[src/rtl/toggle_counter_pkg.sv]
// Shared mode encoding and default width for the toggle_counter block.
package toggle_counter_pkg;

  localparam int DEFAULT_WIDTH = 8;

  localparam logic [1:0] MODE_HOLD   = 2'b00;
  localparam logic [1:0] MODE_TOGGLE = 2'b01;
  localparam logic [1:0] MODE_UP     = 2'b10;
  localparam logic [1:0] MODE_DOWN   = 2'b11;

endpackage

[src/rtl/toggle_counter_cell.sv]
// One-bit T flip-flop with async active-low reset, load and toggle.
module toggle_cell #(
  parameter logic RESET_VAL = 1'b0
) (
  input  logic clk,
  input  logic rst_n,
  input  logic load,
  input  logic load_val,
  input  logic tgl,
  output logic q
);

  always_ff @(posedge clk or negedge rst_n) begin
    if (!rst_n)    q <= RESET_VAL;
    else if (load) q <= load_val;
    else if (tgl)  q <= ~q;
  end

endmodule

[src/rtl/toggle_counter.sv]
// Multi-bit T flip-flop register / synchronous up-down counter with load,
// terminal-count and change flags. Define TOGGLE_COUNTER_SAT_EN to saturate.
module toggle_counter
  import toggle_counter_pkg::*;
#(
  parameter int                 WIDTH     = DEFAULT_WIDTH,
  parameter logic [WIDTH-1:0]   RESET_VAL = {WIDTH{1'b0}}
) (
  input  logic             clk,
  input  logic             rst_n,
  input  logic             en,
  input  logic [1:0]       mode,
  input  logic [WIDTH-1:0] t,
  input  logic             load,
  input  logic [WIDTH-1:0] load_val,
  output logic [WIDTH-1:0] q,
  output logic             tc,
  output logic             changed
);

  logic [WIDTH-1:0] up_t;
  logic [WIDTH-1:0] dn_t;
  logic [WIDTH-1:0] tgl;
  logic             counting;
  logic             at_bound;
  logic             tc_d;
  logic             changed_d;

  // Ripple AND chains: bit i toggles when all lower bits are 1 (up) or 0 (down).
  assign up_t[0] = 1'b1;
  assign dn_t[0] = 1'b1;
  genvar i;
  generate
    for (i = 1; i < WIDTH; i++) begin : g_terms
      assign up_t[i] = up_t[i-1] & q[i-1];
      assign dn_t[i] = dn_t[i-1] & ~q[i-1];
    end
  endgenerate

  assign counting = en && ((mode == MODE_UP) || (mode == MODE_DOWN));
  assign at_bound = ((mode == MODE_UP) && (&q)) || ((mode == MODE_DOWN) && !(|q));

  always_comb begin
    tgl = '0;
    if (!load && en) begin
      case (mode)
        MODE_TOGGLE: tgl = t;
        MODE_UP:     tgl = up_t;
        MODE_DOWN:   tgl = dn_t;
        default:     tgl = '0;
      endcase
`ifdef TOGGLE_COUNTER_SAT_EN
      // Stalled at the boundary: hold q but keep reporting tc.
      if (counting && at_bound) tgl = '0;
`endif
    end
  end

  assign tc_d      = !load && counting && at_bound;
  assign changed_d = load ? (load_val != q) : (|tgl);

  generate
    for (i = 0; i < WIDTH; i++) begin : g_cell
      toggle_cell #(
        .RESET_VAL (RESET_VAL[i])
      ) u_cell (
        .clk      (clk),
        .rst_n    (rst_n),
        .load     (load),
        .load_val (load_val[i]),
        .tgl      (tgl[i]),
        .q        (q[i])
      );
    end
  endgenerate

  always_ff @(posedge clk or negedge rst_n) begin
    if (!rst_n) begin
      tc      <= 1'b0;
      changed <= 1'b0;
    end else begin
      tc      <= tc_d;
      changed <= changed_d;
    end
  end

endmodule

[config.mk]
export PLATFORM = sky130hd
export DESIGN_NAME = toggle_counter
export DESIGN_NICKNAME = d
export VERILOG_FILES = /design/src/rtl/toggle_counter_pkg.sv /design/src/rtl/toggle_counter_cell.sv /design/src/rtl/toggle_counter.sv
export SDC_FILE = /design/constraint.sdc
export NUM_CORES = 1
export LEC_CHECK = 0
export ABC_AREA = 1
export CAP_MARGIN = 40
export CELL_PAD_IN_SITES_DETAIL_PLACEMENT = 0
export CELL_PAD_IN_SITES_GLOBAL_PLACEMENT = 2
export CORE_ASPECT_RATIO = 0.6
export CORE_MARGIN = 2
export CORE_UTILIZATION = 22
export DETAILED_ROUTE_END_ITERATION = 6
export PLACE_DENSITY_LB_ADDON = 0.1
export SLEW_MARGIN = 20
export SYNTH_ARGS = -nofsm -noshare
export SYNTH_HDL_FRONTEND = slang
export SYNTH_HIERARCHICAL = 1
export SYNTH_SLANG_ARGS = --single-unit
[constraint.sdc]
create_clock -name clk -period 1.76 [get_ports clk]
set_input_delay 0.352 -clock clk [delete_from_list [all_inputs] [get_ports clk]]
set_output_delay 0.352 -clock clk [all_outputs]
set_load 0.1 [all_outputs]
---- Word-level counts from Yosys, hierarchy flattened ----
Index checks and enable logic that the tools add are counted.
W data, S select, Z words.
operators by class
  multiplexer cells ....................... 19
  bitwise logic cells ..................... 20
  reductions and logical operators ........ 21
  eq/ne operators ......................... 4
operators by type and width
  cell                  count
  $pmux W8 S3           1
  $mux W1               17
  $reduce_bool A2 Y1    8
  $reduce_or A8 Y1      2
  $and A1 B1 Y1         12
  $mux W8               1
  $ne A8 B8 Y1          1
  $not A1 Y1            8
  $reduce_and A8 Y1     1
  $logic_and A1 B1 Y1   6
  $eq A2 B2 Y1 const B  2
  $eq A2 B1 Y1 const B  1
  $logic_not A1 Y1      2
  $logic_or A1 B1 Y1    2
storage, ports and cells
  bits of input ports ..................... 22
  logic and storage cells ................. 74
  register bits after elaboration ......... 10
  output and inout port bits .............. 10

---- Depth between registers and ports, before layout ----
  depth after elaboration ................. 11
  mapped depth ............................ 11
  depth with buffers taken out ............ 11

---- Hierarchy ----
Netlist, hierarchy kept.
by module, submodules not included
  module          times used  area an instance (sq um)  cells each
  toggle_counter  1           525.5                     104
  toggle_cell     8           57.6                      9

---- Worst setup path after synthesis ----
OpenSTA, ideal clock, no wires.
  kind .................................... reg2reg
  from .................................... reg g_cell[1].u_cell.q
  to ...................................... reg g_cell[7].u_cell.q
  buffers on the path ..................... 0
  cell stages (with the launch flop) ...... 10
  required time ........................... 1.639 ns
  path slack .............................. -0.234 ns
  arrival time ............................ 1.873 ns
  cell sequence ........................... dfrtp_1 nand2_1 nor2_2 nand4_1 nand2_1 inv_2 a21oi_1 inv_1 nand3_1 nand2_1
between the ends
  word-level cells in the longest chain between the ends .. 10
RTL lines
  item                              line                       source
  start: declaration                toggle_counter_cell.sv:10  output logic q
  start signal: assignment          toggle_counter_cell.sv:15  else if (load) q <= load_val;
  start signal: assignment          toggle_counter_cell.sv:16  else if (tgl) q <= ~q;
  $not A1 Y1                        toggle_counter.sv:36       assign dn_t[i] = dn_t[i-1] & ~q[i-1];
  $and A1 B1 Y1 (6 in series)       toggle_counter.sv:36
  $pmux W8 S3 (*)                   toggle_counter.sv:46       case (mode)
  $mux W8 (*)                       toggle_counter.sv:45       if (!load && en) begin
  via tgl[7]                        toggle_counter.sv:23       logic [WIDTH-1:0] tgl;
  $reduce_bool A2 Y1 (no line) (*)  --
  end signal: assignment            toggle_counter_cell.sv:15
  end signal: assignment            toggle_counter_cell.sv:16
  end: declaration                  toggle_counter_cell.sv:10
Mark *: on every way through the listed nets, which the timed path passes. The rest lies on a longest branch.
A chain may end at the register's enable or synchronous reset.

---- Final worst setup path ----
  from .................................... in mode[0]
  to ...................................... reg g_cell[7].u_cell.q
between the ends
  word-level cells in the longest chain between the ends .. 4
RTL lines
  item                                          line                  source
  start: declaration                            toggle_counter.sv:12  input logic [1:0] mode,
  $eq A2 B2 Y1 or $eq A2 B1 Y1 (tied branches)  toggle_counter.sv:46
  $pmux W8 S3 (*)                               toggle_counter.sv:46
  $mux W8 (*)                                   toggle_counter.sv:45
  via tgl[7]                                    toggle_counter.sv:23
  $reduce_bool A2 Y1 (no line) (*)              --
Marks and branches as above.

==> results.py <==
metrics = {
    "final_layout": {
        "fill_cells": 462,
        "area_growth_pct": 61.2,
        "post-route-cell-area_mm2": 0.00159,
        "final_core_util": 0.377,
        "antenna_cells": 0,
        "final_layout_size_suffix_gt1_frac": 0.179,
        "layout.nets": 241,
    },
    "hold_path": {
        "hp-class": "in -> async",
    },
    "route": {
        "dr.pass1.iters": 4,
        "final_antenna_net_count": 0,
        "wl_um": 3210,
        "routedWlPerCell_um": 11.6,
        "vias": 1176,
        "drc": 0,
        "viasPerCell": 4.23,
        "drtIter0Drc": 70,
    },
    "cts": {
        "cts_tree": "yes",
        "clk_path_buf_depth": 2,
        "cts_setup_buffers": 0,
        "cts_htree_levels": 1,
        "clockRootBuffer": "clkbuf_8",
        "clkTransAtPathRegs_ps": 60,
        "cts_made_buffers": 3,
        "postCtsHoldBufs": 0,
        "cts.sinks": 10,
        "clock_latency_ps": 240,
    },
    "synth": {
        "syn_nets": 198,
        "synth_adder_area_share": 0,
        "avgSynthCellArea_um2": 5.60,
        "yosysWarnings": 6,
        "synth_xor_area_frac": 0.0178,
        "netlist_area_um2": 986,
        "synthSimpleGateAreaFrac": 0.459,
        "ys_types": 21,
        "synth_top_family_by_area": "simple AND/OR/NAND/NOR gates",
        "ys_ff_latch": 10,
        "postSynthCellCount": 176,
        "synth-compound-area-share": 0.121,
        "yosys-mux-area-fraction": 0,
        "ys_seq_area_frac": 0.254,
    },
    "power_and_ir_drop": {
        "pwr-share-clk": 0.244,
        "power.switching_w": 0.000535,
        "pwr-share-comb": 0.487,
        "p_leak_nw": 0.851,
        "ir_worst_vdd_v": 0.000294,
        "p_per_area_mw_per_mm2": 772,
        "total_power_w": 0.00123,
        "p_sw_frac": 0.436,
        "seq_power_share": 0.269,
        "internal_power_w": 0.000691,
    },
    "floorplan": {
        "pin_count": 32,
        "core_mm2": 0.00421,
        "dieWidth_um": 90.4,
        "dieArea_mm2": 0.00505,
        "die_h_um": 55.9,
        "rows": 18,
        "initial_core_util": 0.234,
    },
    "critical_path": {
        "r2r-end": "g_cell[7].u_cell/q",
        "reg2regPathDepth": 8,
        "critical_path_arrival_ps": 1760,
        "required_ps": 1900,
        "r2r_slack_ps": 210,
        "r2r_start": "g_cell[1].u_cell/q",
        "path_max_fanout": 4,
        "cp-end-kind": "flip-flop",
        "crit_type": "in -> reg",
        "cp-start-kind": "input port",
    },
    "sta": {
        "finClkSkew_ps": 4.94,
        "rsz0062_at_grt": "false",
        "finalSetupViolations": 0,
        "fmax_ghz": 0.617,
        "period_share": 0.921,
        "final_hold_viol_count": 0,
        "finalMaxSlewViolations": 0,
        "relSlewSlack": 0.656,
        "min_period_ps": 1620,
        "fin_tns_setup_ps": 0,
        "tightest_slew_ps": 515,
        "holdWs_ps": 451,
    },
    "global_routing": {
        "antenna_found_initial": 0,
        "grt_max_degree": 26,
        "grt_pass1_vias": 1090,
        "grtUsageTotal": 0.136,
        "gr-total-overflow": 0,
        "grt_pass1_wl_um": 5350,
    },
    "job": {
        "maxCapViolCount": 0,
    },
    "placed_design": {
        "gp_congestion": 0.792,
        "port_buffers": 31,
        "placed_cell_area_mm2": 0.00153,
        "hpwl_um": 2600,
    },
    "run_status": {
        "outcome": "finished clean",
    },
}
==> worst max-delay path by stage <==
stage / startpoint / end / slack, ps / depth (start not counted)
final: mode[0] / g_cell[7].u_cell/q / 140 / 10
after global routing: mode[0] / g_cell[7].u_cell/q / 60 / 11
after CTS: mode[1] / g_cell[7].u_cell/q / 100 / 8
after detailed placement: mode[1] / g_cell[7].u_cell/q / -150 / 8
after global placement: mode[1] / g_cell[7].u_cell/q / -160 / 8
after floorplan: g_cell[6].u_cell/q / changed / 30 / 7
==> Yosys cell counts, drive strengths merged <==
cell	instances	area share
a211oi	1	0.0076
a21oi	3	0.015
a31oi	1	0.0063
dfrtp	10	0.25
inv	39	0.15
nand2	68	0.26
nand3	17	0.086
nand4	4	0.025
nor2	11	0.055
o211ai	3	0.028
o21ai	11	0.056
o21bai	1	0.0076
or2	5	0.032
xnor2	2	0.018
==> stage by stage <==
| stage | cells | setup WS (ps) |
|---|---|---|
| after global routing | 278 | 62.5 |
| after floorplan | 176 | 28.5 |
| final | 278 | 139 |
| after detailed placement | 274 | -145 |
| after global placement | 274 | -164 |
| after CTS | 278 | 104 |
==> power by group through the flow <==
stage                     registers, W  clock network [W]  logic [W]
after floorplan               0.000516                  0   0.000150
after global placement        0.000330                  0   0.000595
after detailed placement      0.000334                  0   0.000600
after CTS                     0.000331           0.000309   0.000603
after global routing          0.000337           0.000317   0.000643
final                         0.000330           0.000300   0.000597
==> timing repair <==
| item | in CTS | in global routing |
|---|---|---|
| resized for setup | 0 | 1 |
| setup endpoints to repair | 0 | 3 |
| endpoints found under the hold margin | 0 | 0 |
==> critical path, stage by stage <==
cell,delay (ps)
clkdlybuf4s50_1,450
buf_4,160
nor2_4,150
nand4_1,190
nand2_1,120
inv_2,40
a21oi_1,110
inv_1,70
nand3_1,60
nand2_1,50
==> cell families after synthesis <==
family                 after synthesis
AND/OR/NAND/NOR                    105
flip-flops                          10
XOR/XNOR                             2
AO/OA/AOI/OAI                       20
buffers and inverters               39
==> cells in the final DEF, fill, tap and decap left out, drive strengths merged, types with 2 or more instances in the layout <==
master and instances:
nand2 68, inv 39, clkdlybuf4s50 20, nand3 17
buf 17, o21ai 11, nor2 11, dfrtp 10
or2 5, nand4 4, clkbuf 4, a21oi 3
o211ai 3, xnor2 2
==> routing by layer <==
layer / wire length, um / track usage / vias to the layer above
li1: - / - / 627
met1: 1760 / 0.202 / 518
met2: 1290 / 0.193 / 29
met3: 145 / 0.0393 / 2
met4: 14 / 0.0264 / 0
met5: 0 / 0 / -
==> flip-flops by register name, summed over array words and instances (netlist names) <==
name             count
g_cell.u_cell/q      8
changed              1
tc                   1
==> final cells by class <==
cell class	instances	area [um2]	area share
clock buffers	4	55.1	0.0346
inverters	39	146	0.0921
multi-input cells	127	589	0.371
flip-flops and latches	10	258	0.162
well taps	60	75.1	0.0472
repair buffers	38	465	0.293
Note: power is estimated with default switching activity, not from simulation.
